--- config.mk ---
export PLATFORM = sky130hd
export DESIGN_NAME = ser_loader
export DESIGN_NICKNAME = d
export VERILOG_FILES = /design/src/rtl/ser_loader.sv
export SDC_FILE = /design/constraint.sdc
export NUM_CORES = 1
export LEC_CHECK = 0
export CAP_MARGIN = 20
export CORE_ASPECT_RATIO = 0.9
export CORE_MARGIN = 8
export CORE_UTILIZATION = 25
export CTS_BUF_LIST = sky130_fd_sc_hd__clkbuf_4
export CTS_CLUSTER_SIZE = 20
export DETAILED_ROUTE_END_ITERATION = 7
export DONT_BUFFER_PORTS = 1
export SLEW_MARGIN = 20
export SYNTH_ARGS = -nofsm -noshare
export SYNTH_HDL_FRONTEND = slang
export SYNTH_SLANG_ARGS = --single-unit
--- constraint.sdc ---
create_clock -name clk -period 2.99 [get_ports clk]
set_clock_uncertainty 0.1 [all_clocks]
set_input_delay 0.4485 -clock clk [delete_from_list [all_inputs] [get_ports clk]]
set_output_delay 0.4485 -clock clk [all_outputs]
set_load 0.05 [all_outputs]
--- src/rtl/ser_loader.sv ---
// Serial boot loader: polls a serial receiver over the stb/we/addr/ack bus,
// parses a length/address/payload/checksum image and writes the payload to
// memory as 32-bit little-endian words through the same bus.
module ser_loader #(
  parameter logic [31:0] SER_BASE = 32'hFFFFFFC8,
  parameter int unsigned RDY_BIT  = 0
) (
  input  logic        clk,
  input  logic        rst,
  input  logic        start,
  output logic        bus_stb,
  output logic        bus_we,
  output logic [31:0] bus_addr,
  output logic [31:0] bus_data_out,
  input  logic [31:0] bus_data_in,
  input  logic        bus_ack,
  output logic        busy,
  output logic        done,
  output logic        err
);

  typedef enum logic [2:0] {StIdle, StStat, StData, StProc, StWr, StFin} state_e;
  typedef enum logic [1:0] {PhHdr, PhPay, PhSum} phase_e;

  state_e      state_q;
  phase_e      phase_q;
  logic [31:0] cnt_q;    // header byte index, then payload byte index
  logic [31:0] len_q;
  logic [31:0] base_q;
  logic [31:0] wcnt_q;
  logic [31:0] word_q;
  logic [7:0]  csum_q;
  logic [7:0]  byte_q;
  logic        bad_q;    // checksum verdict, published together with done
  logic        stb_q, we_q, busy_q, done_q, err_q;
  logic [31:0] addr_q, dout_q;

  logic [4:0]  lane_sh;
  logic [31:0] wr_addr;
  logic        pay_flush;

  assign lane_sh   = {cnt_q[1:0], 3'b000};
  assign wr_addr   = base_q + {wcnt_q[29:0], 2'b00};
  assign pay_flush = (cnt_q[1:0] == 2'd3) || (cnt_q == len_q - 32'd1);

  assign bus_stb      = stb_q;
  assign bus_we       = we_q;
  assign bus_addr     = addr_q;
  assign bus_data_out = dout_q;
  assign busy         = busy_q;
  assign done         = done_q;
  assign err          = err_q;

  // Loader FSM; every bus state raises stb only after a cycle with stb low,
  // which guarantees the idle gap between transfers.
  always_ff @(posedge clk or negedge rst) begin
    if (!rst) begin
      state_q <= StIdle;
      phase_q <= PhHdr;
      cnt_q   <= '0;
      len_q   <= '0;
      base_q  <= '0;
      wcnt_q  <= '0;
      word_q  <= '0;
      csum_q  <= '0;
      byte_q  <= '0;
      bad_q   <= 1'b0;
      stb_q   <= 1'b0;
      we_q    <= 1'b0;
      addr_q  <= '0;
      dout_q  <= '0;
      busy_q  <= 1'b0;
      done_q  <= 1'b0;
      err_q   <= 1'b0;
    end else begin
      done_q <= 1'b0;
      unique case (state_q)
        StIdle: begin
          if (start) begin
            busy_q  <= 1'b1;
            err_q   <= 1'b0;
            cnt_q   <= '0;
            csum_q  <= '0;
            phase_q <= PhHdr;
            len_q   <= '0;
            base_q  <= '0;
            wcnt_q  <= '0;
            word_q  <= '0;
            state_q <= StStat;
          end
        end
        StStat: begin
          if (!stb_q) begin
            stb_q  <= 1'b1;
            we_q   <= 1'b0;
            addr_q <= SER_BASE + 32'd4;
          end else if (bus_ack) begin
            stb_q   <= 1'b0;
            state_q <= bus_data_in[RDY_BIT] ? StData : StStat;
          end
        end
        StData: begin
          if (!stb_q) begin
            stb_q  <= 1'b1;
            we_q   <= 1'b0;
            addr_q <= SER_BASE;
          end else if (bus_ack) begin
            stb_q   <= 1'b0;
            byte_q  <= bus_data_in[7:0];
            state_q <= StProc;
          end
        end
        StProc: begin
          unique case (phase_q)
            PhHdr: begin
              if (!cnt_q[2]) begin
                len_q[lane_sh +: 8] <= byte_q;
              end else if (cnt_q[1:0] == 2'd0) begin
                base_q[7:0] <= {byte_q[7:2], 2'b00};
              end else begin
                base_q[lane_sh +: 8] <= byte_q;
              end
              if (cnt_q[2:0] == 3'd7) begin
                cnt_q   <= '0;
                phase_q <= (len_q != 32'd0) ? PhPay : PhSum;
              end else begin
                cnt_q <= cnt_q + 32'd1;
              end
              state_q <= StStat;
            end
            PhPay: begin
              word_q[lane_sh +: 8] <= byte_q;
              csum_q  <= csum_q ^ byte_q;
              cnt_q   <= cnt_q + 32'd1;
              state_q <= pay_flush ? StWr : StStat;
            end
            default: begin
              bad_q   <= (byte_q != csum_q);
              state_q <= StFin;
            end
          endcase
        end
        StWr: begin
          if (!stb_q) begin
            stb_q  <= 1'b1;
            we_q   <= 1'b1;
            addr_q <= wr_addr;
            dout_q <= word_q;
          end else if (bus_ack) begin
            stb_q   <= 1'b0;
            we_q    <= 1'b0;
            wcnt_q  <= wcnt_q + 32'd1;
            word_q  <= '0;
            // cnt_q already counts the bytes consumed so far
            phase_q <= (cnt_q != len_q) ? PhPay : PhSum;
            state_q <= StStat;
          end
        end
        StFin: begin
          busy_q  <= 1'b0;
          done_q  <= 1'b1;
          err_q   <= bad_q;
          state_q <= StIdle;
        end
        default: state_q <= StIdle;
      endcase
    end
  end

endmodule

# --- After elaboration in Yosys (flattened, before gate mapping) ---
# Index checks and enable logic that the tools add are counted.
classes:
  add_sub_neg: 5
  n_eq_ne: 30
  shifts: 2
  mux: 59
  bitwise_logic: 3
  reduce_logical: 29
ops:
  columns: ["operator", "count"]
  rows:
  - ["$mux W32", 14]
  - ["$pmux W32 S2", 5]
  - ["$pmux W32 S3", 2]
  - ["$bwmux W32", 3]
  - ["$add A32 B1 Y32 const B", 2]
  - ["$ne A2 B2 Y1 const B", 17]
  - ["$add A32 B32 Y32", 1]
  - ["$eq A32 B32 Y1", 1]
  - ["$ne A32 B32 Y1", 1]
  - ["$reduce_bool A32 Y1", 1]
  - ["$shift A8 B7 Y32 const A", 1]
  - ["$shiftx A8 B7 Y32", 1]
  - ["$sub A32 B1 Y32 const B", 1]
  - ["$mux W24", 1]
  - ["$mux W3", 8]
  - ["$mux W8", 3]
  - ["$mux W2", 8]
  - ["$pmux W8 S2", 1]
  - ["$reduce_and A4 Y1", 4]
  - ["$pmux W3 S5", 1]
  - ["$reduce_and A3 Y1", 4]
  - ["$reduce_and A5 Y1", 2]
  - ["$eq A3 B3 Y1 const B", 3]
  - ["$mux W1", 8]
  - ["other kinds (22)", 35]
word_totals:
  ff_bits: 251
  wordCells: 146

# --- Longest topological paths before layout ---
depth:
  ltp_word: 7
  ltp_mapped: 10

# --- Least setup slack after synthesis ---
# OpenSTA, ideal clock, no wires.
synth_timing:
  path_type: "register -> register"
  start: "reg stb_q (netlist: bus_stb)"
  end: "reg wcnt_q[28]"
  setup_time_ps: 132
  arrival_time_ps: 2545
  required_ps: 2758
  slack_ps: 213
  path_stages_with_launch: 11
  n_path_buf: 2
  period_less_slack_ps: 2777
  path_cell_list: "dfrtp_1 clkbuf_1 nand3_1 a21o_1 nor4_1 and3_1 clkbuf_1 nor2b_1 and2_1 xnor2_1 nor2_1"
synth_via:
  elab_chain_cells: 2
synth_rtl:
  columns: ["element", "line", "text"]
  rows:
  - ["from (decl)", "35", "logic stb_q, we_q, busy_q, done_q, err_q;"]
  - ["from (signal assigned)", "68", "stb_q <= 1'b0;"]
  - ["from (signal assigned)", "94", "stb_q <= 1'b1;"]
  - ["from (signal assigned)", "98", "stb_q <= 1'b0;"]
  - ["$ne A2 B2 Y1 (no line)", null, null]
  - ["$reduce_and A4 Y1 (no line)", null, null]
  - ["to (signal assigned)", "152", "wcnt_q <= wcnt_q + 32'd1;"]
  - ["to (decl)", "30", "logic [31:0] wcnt_q;"]
# Every way passes these cells.
# A chain may end at the register's enable or synchronous reset.

# --- Worst setup path in the final report ---
layout_timing:
  start: "reg len_q[0]"
  end: "reg state_q[2]"
layout_via:
  elab_chain_cells: 6
layout_rtl:
  columns: ["element", "line", "text"]
  rows:
  - ["from (decl)", "28", "logic [31:0] len_q;"]
  - ["from (signal, indexed assignment)", "117", "len_q[lane_sh +: 8] <= byte_q;"]
  - ["$sub A32 B1 Y32", "44", "assign pay_flush = (cnt_q[1:0] == 2'd3) || (cnt_q == len_q - 32'd1);"]
  - ["$eq A32 B32 Y1", "44", null]
  - ["$logic_or A1 B1 Y1", "44", null]
  - ["$mux W3", "135", "state_q <= pay_flush ? StWr : StStat;"]
  - ["$pmux W3 S2", "114", "unique case (phase_q)"]
  - ["$pmux W3 S5", "77", "unique case (state_q)"]
  - ["to (signal assigned)", "89", "state_q <= StStat;"]
  - ["to (signal assigned)", "135", null]
  - ["to (signal assigned)", "139", "state_q <= StFin;"]
  - ["to (decl)", "25", "state_e state_q;"]
# Every way passes these cells.

==> flow_metrics.py <==
metrics = {
    "outcome": {
        "outcome": "finished with violations",
        "violations": "negative hold slack",
    },
    "synth": {
        "ys_ff_latch": 249,
        "ys.flop_type": "dfrtp_1",
        "synth.most_common_cell": "nand2_1",
        "synth-seq-area-share_pct": 47.0,
        "netlist_top_cells_area": "dfrtp_1 47%, nand2_1 8.1%, o21ai_0 5.2%, xor2_1 5.0%, ha_1 3.4%",
        "synth_area_um2": 13200,
        "async_flop_share_pct": 100,
        "synth_edf_count": 0,
        "synth.distinct_cells": 80,
        "synth_top_area_share_pct": 47.0,
        "syn_inst": 1474,
        "synth_nets": 1547,
        "yosys.area.top_type": "dfrtp_1",
        "ys_top_cells_by_count": "286 x nand2_1, 249 x dfrtp_1, 137 x o21ai_0, 117 x nor2_1, 75 x xor2_1",
        "yosys_warnings": 0,
        "postSynthAreaPerCell_um2": 8.99,
    },
    "floorplan": {
        "io_pins": 105,
        "rows": 80,
        "core-area_um2": 52700,
        "dieArea_um2": 60600,
        "die_w_um": 259,
        "die_h_um": 234,
        "start_util_pct": 25.2,
    },
    "timing": {
        "final_max_slew_viol_count": 0,
        "worstMarginPinSlew_ns": 0.954,
        "hold_ws_ns": -0.643,
        "hold_violations": 249,
        "slew_headroom_pct": 36.0,
        "tns_ns": 0,
        "fin_crit_sh_pct": 94.9,
        "setup_viol": 0,
        "fin_crit_ns": 2.84,
        "rsz0062_at_grt": "false",
        "timing.final.ws_setup_ns": 0.152,
        "fmax_mhz": 352,
    },
    "power_and_ir_drop": {
        "leakagePower_nw": 7.10,
        "finalPower_mw": 10.3,
        "peakVddDrop_mv": 0.489,
        "power_density_nw_per_um2": 666,
    },
    "final_layout": {
        "final_nets": 1637,
        "drive_gt1_share_pct": 14.7,
        "fin_area_um2": 15500,
        "syn2layout_area_growth_pct": 16.7,
        "final_util_pct": 29.4,
    },
    "worst_setup_path": {
        "critical_path_arrival_ns": 3.36,
        "critical_path_required_ns": 3.51,
        "reg2regPathDepth": 10,
        "cp-startpoint": "len_q[0]$_DFFE_PN0P_",
        "cp_max_fo": 5,
        "critPathCaptureType": "flip-flop",
        "crit_type": "reg2reg",
        "startpoint_type": "flip-flop",
        "worstReg2RegEnd": "state_q[2]$_DFFE_PN0P_",
        "worstSetupEndpoint": "state_q[2]$_DFFE_PN0P_",
        "rr_startpoint": "len_q[0]$_DFFE_PN0P_",
        "r2r_slack_ns": 0.15,
    },
    "clock_tree": {
        "cts_buffer_depth": 3,
        "post_cts_buffers": 0,
        "cts_buffers": 68,
        "cts_root_buffer": "clkbuf_4",
        "tritoncts": "yes",
        "clock_latency_ns": 0.72,
        "htree_num_levels": 3,
        "cts.sinks": 249,
        "path_clk_slew_ns": 0.07,
        "cts_hold_buf": 10,
    },
    "placed_design": {
        "place_area_um2": 14500,
        "dp_slack_ns": -0.0421,
        "gp_congestion": 0.902,
        "port_buffers": 0,
        "dpl.hpwl_um": 29100,
    },
    "min_path": {
        "holdCritPathClass": "in2async",
    },
    "drt": {
        "wirelength_um": 39900,
        "routedWlPerCell_um": 17.3,
        "drc": 0,
        "num_vias": 11200,
        "vias_per_cell": 4.85,
        "drt_iter0_drc": 967,
        "drt_pass1_iterations": 5,
        "ant_nets": 0,
    },
    "global_route": {
        "grt_overflow": 0,
        "grt_pass1_wl_um": 62900,
        "antenna_found_initial": 1,
        "grt_pass1_vias": 11000,
        "grt_max_degree": 250,
        "grt_use_total_pct": 13.0,
    },
    "job": {
        "drv_cap": 0,
    },
}
[flip-flops by register name, indices dropped and copies added (netlist names)]
name / count
bus_addr: 32
wcnt_q: 30
byte_q: 8
bus_we: 1
bus_data_out: 32
bad_q: 1
state_q: 3
len_q: 32
busy: 1
csum_q: 8
bus_stb: 1
base_q: 32
word_q: 32
phase_q: 2
err: 1
cnt_q: 32
done: 1
[cells in the final DEF (no fill, tap or decap), drive strengths merged, types with 6 or more instances in the layout]
| cell type | netlist | routed |
|---|---|---|
| o31ai | 8 | 8 |
| a22o | 15 | 15 |
| dfrtp | 249 | 249 |
| xnor2 | 48 | 48 |
| nor2b | 9 | 9 |
| or3 | 13 | 13 |
| nand4 | 20 | 20 |
| nand2b | 11 | 11 |
| a211oi | 7 | 7 |
| nand3 | 52 | 52 |
| a31oi | 6 | 6 |
| and4 | 9 | 9 |
| ha | 36 | 36 |
| a21o | 12 | 12 |
| buf | 9 | 77 |
| and3 | 20 | 20 |
| clkinv | 0 | 14 |
| a21oi | 69 | 69 |
| mux2 | 12 | 12 |
| nor4 | 23 | 23 |
| or2 | 8 | 8 |
| dlygate4sd3 | 0 | 10 |
| nand2 | 287 | 287 |
| mux2i | 8 | 8 |
| xor2 | 75 | 75 |
| clkbuf | 58 | 97 |
| and2 | 8 | 8 |
| inv | 34 | 37 |
| nor3 | 31 | 31 |
| o21ai | 147 | 147 |
| nor2 | 117 | 117 |
[power breakdown]
part | internal [mW] | total [mW] | switching (mW)
clock network | 1.58 | 3.06 | 1.48
registers | 3.57 | 4.06 | 0.495
logic | 1.23 | 3.18 | 1.95
[cell families (layout without fill, tap and decap cells)]
| logic type | count (synthesis) | in the layout | synth area share (%) |
|---|---|---|---|
| muxes | 20 | 20 | 1.62 |
| and+or+nand+nor | 627 | 627 | 22.3 |
| AOI/OAI and AO/OA | 317 | 317 | 14.4 |
| DFF | 249 | 249 | 47.0 |
| buffers and inverters | 101 | 237 | 2.97 |
| adders and majority gates | 37 | 37 | 3.55 |
| other | 0 | 4 | 0 |
| xor gates and xnor gates | 123 | 123 | 8.13 |
[worst min path at each step]
stage / endpoint / start / cells after the start
2_1_floorplan: bad_q$_DFFE_PN0P_ / rst / 0
3_3_place_gp: bus_addr[17]$_DFFE_PN0P_ / rst / 0
3_5_place_dp: bus_addr[14]$_DFFE_PN0P_ / rst / 0
4_1_cts: wcnt_q[16]$_DFFE_PN0P_ / rst / 0
5_1_grt: bus_addr[22]$_DFFE_PN0P_ / rst / 0
6_report: bus_addr[22]$_DFFE_PN0P_ / rst / 0
[per-stage QoR]
stage	hold WS, ns	cells
global route	-0.721	2311
detailed placement	0.0774	2181
global placement	0.0772	2181
CTS	-0.725	2307
finish	-0.643	2311
floorplan	0.0529	1474
[metal layers]
metal | up-vias | global-route usage, % | wire [µm]
met5 | - | 0 | 0
met4 | 0 | 3.86 | 716
met3 | 57 | 3.95 | 3180
met2 | 330 | 18.5 | 16600
met1 | 5458 | 18.5 | 19400
li1 | 5369 | - | -
[worst max-delay path, cell delays in order, from the launching register on]
cell and delay (ns):
dfrtp_1 0.38, buf_4 0.16, nor3_1 0.25, buf_4 0.18
nand3_2 0.10, or3_1 0.34, o31ai_1 0.34, nor3b_1 0.23
and4_1 0.30, a41oi_1 0.15, o31ai_1 0.21
[cell type report]
| type | count | area (µm²) |
|---|---|---|
| clock inverters | 19 | 108 |
| multi-input cells | 1124 | 6710 |
| inverters | 34 | 128 |
| clock buffers | 97 | 728 |
| flip-flops and latches | 249 | 6230 |
| fillers | 5656 | 37200 |
| repair buffers | 87 | 678 |
| diodes | 4 | 10.0 |
| well taps | 697 | 872 |
[timing repair]
| action | 4_1_cts | 5_1_grt |
|---|---|---|
| setup endpoints to repair | 11 | 13 |
| hold endpoints to repair | 262 | 249 |
| gates cloned | 0 | 0 |
| resized for setup | 1 | 18 |
| pin swaps | 0 | 3 |
No activity file was read; power rests on OpenSTA's default activity.
